==> src/rtl/alu_share_pkg.sv <==
// Shared opcode and FSM state encodings for the shared-ALU arbiter.
package alu_share_pkg;

  localparam logic [1:0] OP_AND = 2'b00;
  localparam logic [1:0] OP_OR  = 2'b01;
  localparam logic [1:0] OP_XOR = 2'b10;
  localparam logic [1:0] OP_ADD = 2'b11;

  typedef enum logic [1:0] {
    IDLE = 2'd0,
    EXEC = 2'd1,
    RESP = 2'd2
  } state_e;

endpackage

==> src/rtl/rr_arbiter.sv <==
// Combinational round-robin picker: first valid request at or after ptr, wrapping.
module rr_arbiter #(
  parameter int unsigned NumReq = 4,
  parameter int unsigned IdW    = 2
) (
  input  logic [NumReq-1:0] req,
  input  logic [IdW-1:0]    ptr,
  input  logic              en,
  output logic [NumReq-1:0] grant,
  output logic [IdW-1:0]    idx
);

  logic           found;
  logic [IdW-1:0] cand;

  // Scan candidates in priority order starting at ptr; first hit wins.
  always_comb begin
    grant = '0;
    idx   = '0;
    found = 1'b0;
    cand  = '0;
    for (int unsigned off = 0; off < NumReq; off++) begin
      cand = IdW'((32'(ptr) + off) % NumReq);
      if (en && !found && req[cand]) begin
        found       = 1'b1;
        grant[cand] = 1'b1;
        idx         = cand;
      end
    end
  end

endmodule

==> src/rtl/alu_share_arbiter.sv <==
// One AND/OR/XOR/ADD unit shared by NumReq requesters under round-robin grant.
module alu_share_arbiter
  import alu_share_pkg::*;
#(
  parameter int unsigned Width  = 4,
  parameter int unsigned NumReq = 4,
  parameter int unsigned IdW    = 2
) (
  input  logic                    clk,
  input  logic                    rst_n,
  input  logic [NumReq-1:0]       req_valid,
  output logic [NumReq-1:0]       req_ready,
  input  logic [NumReq*Width-1:0] req_first,
  input  logic [NumReq*Width-1:0] req_second,
  input  logic [NumReq*2-1:0]     req_op,
  output logic                    rsp_valid,
  input  logic                    rsp_ready,
  output logic [IdW-1:0]          rsp_id,
  output logic [Width-1:0]        rsp_result,
  output logic                    rsp_carry
);

  state_e              state_q, state_d;
  logic [IdW-1:0]      ptr_q;
  logic [Width-1:0]    a_q, b_q;
  logic [1:0]          op_q;
  logic [IdW-1:0]      id_q;

  logic                arb_en;
  logic                exec;
  logic                done;
  logic                accept;
  logic [NumReq-1:0]   grant;
  logic [IdW-1:0]      gidx;
  logic [Width-1:0]    sel_a, sel_b;
  logic [1:0]          sel_op;
  logic [Width:0]      alu_sum;
  logic [Width-1:0]    alu_res;
  logic                alu_carry;

  rr_arbiter #(
    .NumReq (NumReq),
    .IdW    (IdW)
  ) u_arb (
    .req   (req_valid),
    .ptr   (ptr_q),
    .en    (arb_en),
    .grant (grant),
    .idx   (gidx)
  );

  // Grant is the accept strobe; it is only ever non-zero in IDLE.
  assign req_ready = grant;
  assign accept    = |grant;
  assign sel_a     = req_first[32'(gidx)*Width +: Width];
  assign sel_b     = req_second[32'(gidx)*Width +: Width];
  assign sel_op    = req_op[32'(gidx)*2 +: 2];

  // State register.
  always_ff @(posedge clk or negedge rst_n) begin
    if (!rst_n) state_q <= IDLE;
    else        state_q <= state_d;
  end

  // Next-state: IDLE -> EXEC on grant, EXEC -> RESP, RESP -> IDLE on handshake.
  always_comb begin
    state_d = state_q;
    case (state_q)
      IDLE:    if (accept) state_d = EXEC;
      EXEC:    state_d = RESP;
      RESP:    if (rsp_ready) state_d = IDLE;
      default: state_d = IDLE;
    endcase
  end

  // State-decoded controls; arbitration is masked while reset is asserted.
  always_comb begin
    arb_en = 1'b0;
    exec   = 1'b0;
    done   = 1'b0;
    case (state_q)
      IDLE:    arb_en = rst_n;
      EXEC:    exec   = 1'b1;
      RESP:    done   = rsp_ready;
      default: ;
    endcase
  end

  // ALU over the latched operands; ADD carries out through the extra sum bit.
  always_comb begin
    alu_sum   = {1'b0, a_q} + {1'b0, b_q};
    alu_res   = '0;
    alu_carry = 1'b0;
    case (op_q)
      OP_AND:  alu_res = a_q & b_q;
      OP_OR:   alu_res = a_q | b_q;
      OP_XOR:  alu_res = a_q ^ b_q;
      OP_ADD: begin
        alu_res   = alu_sum[Width-1:0];
        alu_carry = alu_sum[Width];
      end
      default: ;
    endcase
  end

  // Operand capture, pointer advance and registered response.
  always_ff @(posedge clk or negedge rst_n) begin
    if (!rst_n) begin
      ptr_q      <= '0;
      a_q        <= '0;
      b_q        <= '0;
      op_q       <= OP_AND;
      id_q       <= '0;
      rsp_valid  <= 1'b0;
      rsp_id     <= '0;
      rsp_result <= '0;
      rsp_carry  <= 1'b0;
    end else begin
      if (accept) begin
        a_q   <= sel_a;
        b_q   <= sel_b;
        op_q  <= sel_op;
        id_q  <= gidx;
        ptr_q <= (gidx == IdW'(NumReq - 1)) ? '0 : gidx + IdW'(1);
      end
      if (exec) begin
        rsp_valid  <= 1'b1;
        rsp_id     <= id_q;
        rsp_result <= alu_res;
        rsp_carry  <= alu_carry;
      end else if (done) begin
        rsp_valid  <= 1'b0;
      end
    end
  end

endmodule

==> config.mk <==
export PLATFORM = sky130hd
export DESIGN_NAME = alu_share_arbiter
export DESIGN_NICKNAME = d
export VERILOG_FILES = /design/src/rtl/alu_share_pkg.sv /design/src/rtl/rr_arbiter.sv /design/src/rtl/alu_share_arbiter.sv
export SDC_FILE = /design/constraint.sdc
export NUM_CORES = 1
export LEC_CHECK = 0
export CORE_MARGIN = 10
export CORE_UTILIZATION = 35
export DETAILED_ROUTE_END_ITERATION = 8
export PLACE_DENSITY_LB_ADDON = 0.1
export SLEW_MARGIN = 5
export SYNTH_ARGS = -nofsm -noshare
export SYNTH_HDL_FRONTEND = slang
export SYNTH_SLANG_ARGS = --single-unit
==> constraint.sdc <==
create_clock -name clk -period 4.52 [get_ports clk]
set_input_delay 0.452 -clock clk [delete_from_list [all_inputs] [get_ports clk]]
set_output_delay 0.452 -clock clk [all_outputs]
set_load 0.05 [all_outputs]
After elaboration in Yosys (flattened, before gate mapping)
Index checks and enable logic that the tools add are counted.
Cells by class
  mux-type cells: 38
  reductions and logical operators: 19
  equal/unequal tests: 8
  shift-type cells: 3
  multiply operators: 0
  add/sub/neg operators: 5
  div/mod/pow operators: 0
  bitwise operators: 6
  magnitude comparators: 8
Operator list (count)
  variable part select 16 x 5 -> 4 bit: 2
  2-to-1 mux 1 bit: 17
  2-to-1 mux 4 bit: 4
  bitwise OR 4 bit: 4
  one-hot mux 4 bit (4 select lines): 1
  2-to-1 mux 2 bit: 7
  < comparator 2 x 3 -> 1 bit (second input constant): 4
  logical AND 1 bit: 11
  binary-select mux 1 bit (select 2 bit): 4
  demux 1 bit (select 2 bit): 4
  equality test 2 bit (second input constant): 4
  greater-or-equal comparator 2 x 1 -> 1 bit (second input constant): 4
  variable part select 8 x 4 -> 2 bit: 1
  one-hot mux 2 bit (3 select lines): 1
  adder 4 x 4 -> 5 bit: 1
  adder 2 x 1 -> 2 bit (second input constant): 2
  adder 2 bit (second input constant): 2
  AND 4 bit: 1
  equality test 2 x 1 -> 1 bit (second input constant): 2
  zero test 2 bit: 2
  != test 2 bit (second input constant): 2
  OR reduction 4 bit: 1
  XOR 4 bit: 1
  zero test 1 bit: 3
  other kinds (2): 2
Storage, ports and cells
  ROM bits: 0
  bits in writable memories: 0
  logic and storage cells: 97
  memories kept: 0
  input bits: 47
  register bits: 24
  bits in latches: 0

Depth between registers and ports, before layout
Gate-level depths: netlist (run 1).
  depth after elaboration: 19
  gate-level depth with buffers: 10
  depth with buffers taken out: 8

Cells and area by module
A second synthesis (run 1) with hierarchy kept.
Second synthesis, totals
  cell total of the unflattened synthesis: 193
  area, all modules: 2083.2 um^2
By module, submodules not included
  alu_share_arbiter: cells an instance 119, times used 1, area an instance 1482.7 um^2
  rr_arbiter: cells an instance 74, times used 1, area an instance 600.6 um^2

Worst setup path before layout (run 1)
OpenSTA, ideal clock, no wires.
  path kind: flip-flop to flip-flop
  start: register ptr_q[0]
  end: register a_q[0]
  cell stages (with the launch flop): 11
  slack: 1264 ps
  library setup time: 125 ps
  arrival: 3131 ps
  data required time: 4395 ps
  path through: dfrtp_1 buf_6 inv_1 ha_1 mux4_2 nor4b_4 and2_4 a221o_1 nor4_4 buf_6 mux2_4
Between the ends
  word-level cells in the longest chain between the ends: 17
Ends and longest elaborated chain
  start, declared: RTL line alu_share_arbiter.sv:24  | logic [IdW-1:0] ptr_q;
  start signal, assigned: RTL line alu_share_arbiter.sv:124  | ptr_q <= (gidx == IdW'(NumReq - 1)) ? '0 : gidx + IdW'(1);
  branches (longest 15 deep; another with < comparator 2 x 3 -> 1 bit)
  2-to-1 mux 4 bit (*): RTL line rr_arbiter.sv:24  | if (en && !found && req[cand]) begin
  net req_ready[2]: RTL line alu_share_arbiter.sv:12  | output logic [NumReq-1:0] req_ready,
  OR reduction 4 bit (*): RTL line alu_share_arbiter.sv:54  | assign accept = |grant;
  end signal, assigned: RTL line alu_share_arbiter.sv:120  | a_q <= sel_a;
  end, declared: RTL line alu_share_arbiter.sv:25  | logic [Width-1:0] a_q, b_q;
Mark *: on every way through the listed nets, which the timed path passes. The select of a mux whose other input is x is not followed.
A chain may end at the register's enable or synchronous reset.

Worst setup path in the final report (run 1)
  start: register ptr_q[0]
  end: register a_q[2]
Between the ends
  word-level cells in the longest chain between the ends: 17
Ends and longest elaborated chain (RTL line)
  binary-select mux 1 bit (select 2 bit): rr_arbiter.sv:24
  2-to-1 mux 1 bit (not written as such): rr_arbiter.sv:24
  logical AND 1 bit: rr_arbiter.sv:24
  2-to-1 mux 1 bit: rr_arbiter.sv:24
  zero test 1 bit: rr_arbiter.sv:24
  logical AND 1 bit (2 in series): rr_arbiter.sv:24
  2-to-1 mux 1 bit: rr_arbiter.sv:24
  zero test 1 bit: rr_arbiter.sv:24
  logical AND 1 bit (2 in series): rr_arbiter.sv:24
  2-to-1 mux 1 bit: rr_arbiter.sv:24
  zero test 1 bit: rr_arbiter.sv:24
  logical AND 1 bit (2 in series): rr_arbiter.sv:24
  2-to-1 mux 2 bit / 2-to-1 mux 4 bit (equally long branches): rr_arbiter.sv:24
  variable part select 16 x 5 -> 4 bit / OR reduction 4 bit (equally long branches): alu_share_arbiter.sv:55, alu_share_arbiter.sv:54
Parallel ways exist; a longest one is shown, timed or not. The select of a mux whose other input is x is not followed.

==> results of run 1 <==
-- Yosys cell counts (all sizes together), types with 3 or more instances --
master  number  share of area
xnor2        3          0.013
a21oi       12          0.030
inv         18          0.034
mux2i        8          0.041
a221o        4          0.020
mux2        15          0.099
buf          5          0.022
ha          16           0.10
clkbuf       4         0.0076
o21ai        6          0.015
mux4        15           0.17
nand2b       3         0.0095
nor2         6          0.011
nand3b       4          0.015
nand2       13          0.025
dfrtp       24           0.30
-- cell type report --
cell class / count / area, sq um
timing repair buffer: 61 / 593
tap: 72 / 90.1
fill: 500 / 2820
inverter: 18 / 67.6
multi-input combinational: 119 / 1240
clock buffer: 4 / 55.1
sequential: 24 / 601
-- critical path: cells and delay by family (launching register included) --
family	cells	cell delay, ns
AOI/OAI and AO/OA	2	0.45
DFF	1	0.65
muxes	3	1.21
buffers and inverters	2	0.52
and+or+nand+nor	1	0.15
adders and majority gates	1	0.39
-- power by group --
group / internal [mW] / total [mW] / switching (mW)
sequential: 0.315 / 0.421 / 0.106
combinational: 0.572 / 1.12 / 0.547
clock: 0.0776 / 0.142 / 0.0648
-- logic make-up after synthesis --
group	after synthesis
AO/OA/AOI/OAI	27
buffers and inverters	27
flip-flops	24
multiplexers	38
XOR/XNOR	3
AND/OR/NAND/NOR	34
adder cells (fa/ha/maj)	17
-- sequential cells by signal (all words and copies together) (netlist names) --
signal	cells
rsp_carry	1
a_q	4
state_q	2
b_q	4
ptr_q	2
rsp_valid	1
op_q	2
rsp_id	2
id_q	2
rsp_result	4
-- per-layer routing --
layer,global-route usage,wire length (um)
met5,0,0
met4,0.0349,46
met3,0.0299,300
met2,0.164,2210
met1,0.125,1930
-- final timing paths --
check	start	to	slack [ns]	depth (start not counted)
max in group asynchronous	rst_n	a_q[1]	3.70	2
min in group asynchronous	rst_n	rsp_result[1]	0.58	2
worst max-delay path	ptr_q[0]	a_q[2]	1.03	9
worst min register to register	state_q[1]	rsp_valid	0.48	1
worst min-delay path	state_q[1]	rsp_valid	0.48	1
worst max register to register	ptr_q[0]	a_q[2]	1.03	9
-- per-stage QoR --
step	instance area, sq um	worst slack, ns
3_3_place_gp	2590	1.16
3_5_place_dp	2590	0.987
6_report	2650	1.03
4_1_cts	2650	1.01
5_1_grt	2650	0.755
2_1_floorplan	1970	1.26
==> results_dict.tcl, run 1 <==
set metrics [dict create \
    synthAdderAreaFrac 0.112 \
    start_util 0.360 \
    grt_max_degree 25 \
    fp.dieH_um 95.0 \
    cp-start-kind "flop" \
    status "complete, no violations" \
    hpwlAfterDp_um 3760 \
    clockRootBuffer "clkbuf_8" \
    grt_pass1_wl_um 7370 \
    nets 291 \
    ys_ff_latch 24 \
    endpoint_kind "flop" \
    max_slew_margin 0.662 \
    placementRows 27 \
    fmaxAchievable_mhz 286 \
    hold_viol 0 \
    grt_pass1_vias 1585 \
    cts_setup_buffers 0 \
    antenna_left 0 \
    clkTransAtPathRegs_ns 0.08 \
    cpPeakStageDelay_ns 0.65 \
    ys_warn_count 0 \
    utilization 0.484 \
    power_mw 1.68 \
    synth_nets 234 \
    placed_cells_incl_taps 294 \
    drv_cap 0 \
    die_w_um 95.0 \
    syn_area_sq_um 1970 \
    synth_flop_cell "dfrtp_1" \
    fin_cells 298 \
    synth-edff-count 0 \
    cts_max_level 1 \
    routed_wl_um 4490 \
    peakVddDrop_mv 0.241 \
    post-route-min-period_ns 3.49 \
    vias_per_cell 4.96 \
    hold_ws_ns 0.481 \
    critical_path.max_fanout 12 \
    track_usage 0.101 \
    leakage_nw 1.16 \
    finalCritPeriodShare 0.772 \
    rsz0062_at_grt "no" \
    cts_hold_buf 0 \
    layout-drive-gt1-share 0.208 \
    die_area_sq_um 9030 \
    setup_viol 0 \
    vias 1479 \
    drtIter0Drc 27 \
    numCtsBuffers 3 \
    synth-simple-area-share 0.105 \
    yosys.area_share.xor_xnor 0.0133 \
    synth_mux_area_frac 0.311 \
    antenna_found_initial 0 \
    clock_path_buffers 2 \
    layout_commonest_cell "clkdlybuf4s50_1" \
    power.density_nw_per_um2 635 \
    arrival_ns 3.64 \
    path_cells "inv_1 > ha_1 > mux4_2 > o21ai_0 > nand3_1 > a31oi_2 > buf_4 > mux4_2 > mux2_2" \
    synth_compound_area_frac 0.0896 \
    synth_top_family_by_area "multiplexers" \
    syn_area_per_cell_sq_um 11.6 \
    async_flop_share 1.00 \
    cts_tree "done" \
    ys_types 32 \
    boundaryPins 59 \
    worst_pin_slew_ns 0.506 \
    syn_inst 170 \
    area_growth_pct 34.5 \
    cp.required_ns 4.67 \
    core_area_sq_um 5470 \
    layout_common_cells "clkdlybuf4s50_1 (54), dfrtp_1 (24), inv_1 (18)" \
    timing.critical_path.mode_cell "mux4_2" \
    grt_overflow_total 0 \
    slowest_stage "dfrtp_1" \
    cts-resized-gates 0 \
    skew_ns 0.00597 \
    timing_worst_setup_path_type "flop to flop" \
    wl_per_cell_um 15.1 \
    drc 0 \
    yosysSeqAreaShare 0.305 \
    place_congestion 0.719 \
    hold_path.class "flop to flop" \
    insertion_delay_ns 0.26 \
    cts_sinks 24 \
    setup_tns_ns 0 \
    drv_slew 0 \
    dr.pass1.iters 4 \
    io_buffers 58 \
    diodes 0 \
]
Note: power is estimated with default switching activity, not from simulation.
==> run 2: changes to the inputs <==
==> constraint.sdc (replaced) <==
create_clock -name clk -period 3.1 [get_ports clk]
set_input_delay 0.31 -clock clk [delete_from_list [all_inputs] [get_ports clk]]
set_output_delay 0.31 -clock clk [all_outputs]
set_load 0.05 [all_outputs]
==> run 2 against run 1 <==
Clock skew is 0.0024 ns lower. Flip-flop and latch count unchanged. Clock-buffer cell count did not move. Register-to-register slack worse by 0.83 ns. Global-route usage is 0.68 points higher. Via count rose by 5.5%.
==> results_dict.tcl, run 2 (synthesis gave the netlist of run 1 again) <==
set metrics [dict create \
    path_cells "inv_2 > ha_4 > mux4_2 > nor4b_4 > and2_4 > a221o_4 > nor4_4 > buf_12 > mux2_2" \
    clock_path_buffers 2 \
    drv_slew 0 \
    diodes 0 \
    drc 0 \
    antenna_left 0 \
    fin_cells 306 \
    cp.required_ns 3.25 \
    setup_viol 0 \
    post-route-min-period_ns 2.90 \
    cts_sinks 24 \
    worst_pin_slew_ns 0.501 \
    io_buffers 58 \
    cp-start-kind "flop" \
    layout_common_cells "clkdlybuf4s50_1 (54), dfrtp_1 (22), inv_1 (17)" \
    cpPeakStageDelay_ns 0.47 \
    hold_viol 0 \
    layout-drive-gt1-share 0.269 \
    cts_tree "done" \
    post-place-ws_ns -0.0476 \
    hpwlAfterDp_um 4010 \
    die_area_sq_um 9030 \
    nets 299 \
    finalCritPeriodShare 0.937 \
    start_util 0.360 \
    max_slew_margin 0.665 \
    arrival_ns 3.06 \
    track_usage 0.108 \
    leakage_nw 1.22 \
    timing_worst_setup_path_type "flop to flop" \
    peakVddDrop_mv 0.416 \
    drv_cap 0 \
    wl_per_cell_um 15.7 \
    finalInstanceArea_sq_um 2820 \
    r2r_slack_ns 0.20 \
    boundaryPins 59 \
    hold_path.class "input pin to asynchronous set/reset pin" \
    numCtsBuffers 3 \
    placementRows 27 \
    power_mw 2.65 \
    grt_pass1_wl_um 7940 \
    grt_max_degree 25 \
    path_delay_family "simple AND/OR/NAND/NOR gates" \
    die_w_um 95.0 \
    endpoint_kind "flop" \
    core_area_sq_um 5470 \
    clockRootBuffer "clkbuf_8" \
    seq_area_sq_um 603 \
    fill_cells 506 \
    insertion_delay_ns 0.26 \
    dr.pass1.iters 4 \
    area_growth_pct 43.1 \
    placed_cells_incl_taps 302 \
    routed_wl_um 4810 \
    largestRegisters "a_q: 4 flops, b_q: 4 flops, rsp_result: 4 flops" \
    grt_pass1_vias 1738 \
    place_area_sq_um 2770 \
    clkTransAtPathRegs_ns 0.08 \
    rsz0062_at_grt "no" \
    setup_ws_ns 0.196 \
    vias 1561 \
    hold_ws_ns 0.443 \
    multiInputGateArea_sq_um 1280 \
    critical_path.max_fanout 15 \
    slowest_stage "dfrtp_2" \
    layout_commonest_cell "clkdlybuf4s50_1" \
    drtIter0Drc 75 \
    fp.dieH_um 95.0 \
    vias_per_cell 5.10 \
    antenna_found_initial 0 \
    grt_overflow_total 0 \
    skew_ns 0.00352 \
    cts_setup_buffers 0 \
    status "complete, no violations" \
    fmaxAchievable_mhz 344 \
    place_congestion 0.783 \
    crit_buf_inv 2 \
    power.density_nw_per_um2 940 \
    cts_max_level 1 \
]
==> run 2: stage by stage <==
stage / TNS [ns] / utilization
2_1_floorplan: 0 / -
3_3_place_gp: -0.00210 / 0.506
5_1_grt: 0 / 0.515
6_report: 0 / 0.515
4_1_cts: 0 / 0.514
3_5_place_dp: -0.293 / 0.506
==> run 2: path summary, 6_finish.rpt <==
| path | from | to | depth (start not counted) |
|---|---|---|---|
| worst min-delay path | rst_n | rsp_valid | 2 |
| min in group clk | rsp_result[2] | rsp_result[2] | 2 |
| worst min register to register | rsp_result[2] | rsp_result[2] | 2 |
| worst max register to register | ptr_q[0] | a_q[2] | 9 |
| worst max-delay path | ptr_q[0] | a_q[2] | 9 |
| max in group asynchronous | rst_n | ptr_q[0] | 2 |
==> run 2: per-layer routing <==
layer	global-route usage	up-vias	wire length, um
li1	-	742	-
met1	0.138	751	2120
met2	0.171	61	2190
met3	0.0361	7	434
met4	0.0274	0	65
met5	0	-	0
==> run 2: report_power, final <==
part | total (mW) | leakage, nW | switching [mW] | internal, mW
Clock | 0.186 | 0.0228 | 0.0942 | 0.0917
Sequential | 0.601 | 0.292 | 0.140 | 0.462
Combinational | 1.86 | 0.909 | 0.881 | 0.983
Total | 2.65 | 1.22 | 1.12 | 1.54
==> run 2: repair_timing <==
item	in CTS	in global routing
endpoints found under the setup margin	0	16
resized for setup	0	2
hold buffers	0	0
==> run 2: area by class of cell <==
type,count,area share
multi-input combinational,119,0.456
timing repair buffer,69,0.258
sequential,24,0.214
tap,72,0.0320
inverter,18,0.0240
clock buffer,4,0.0160
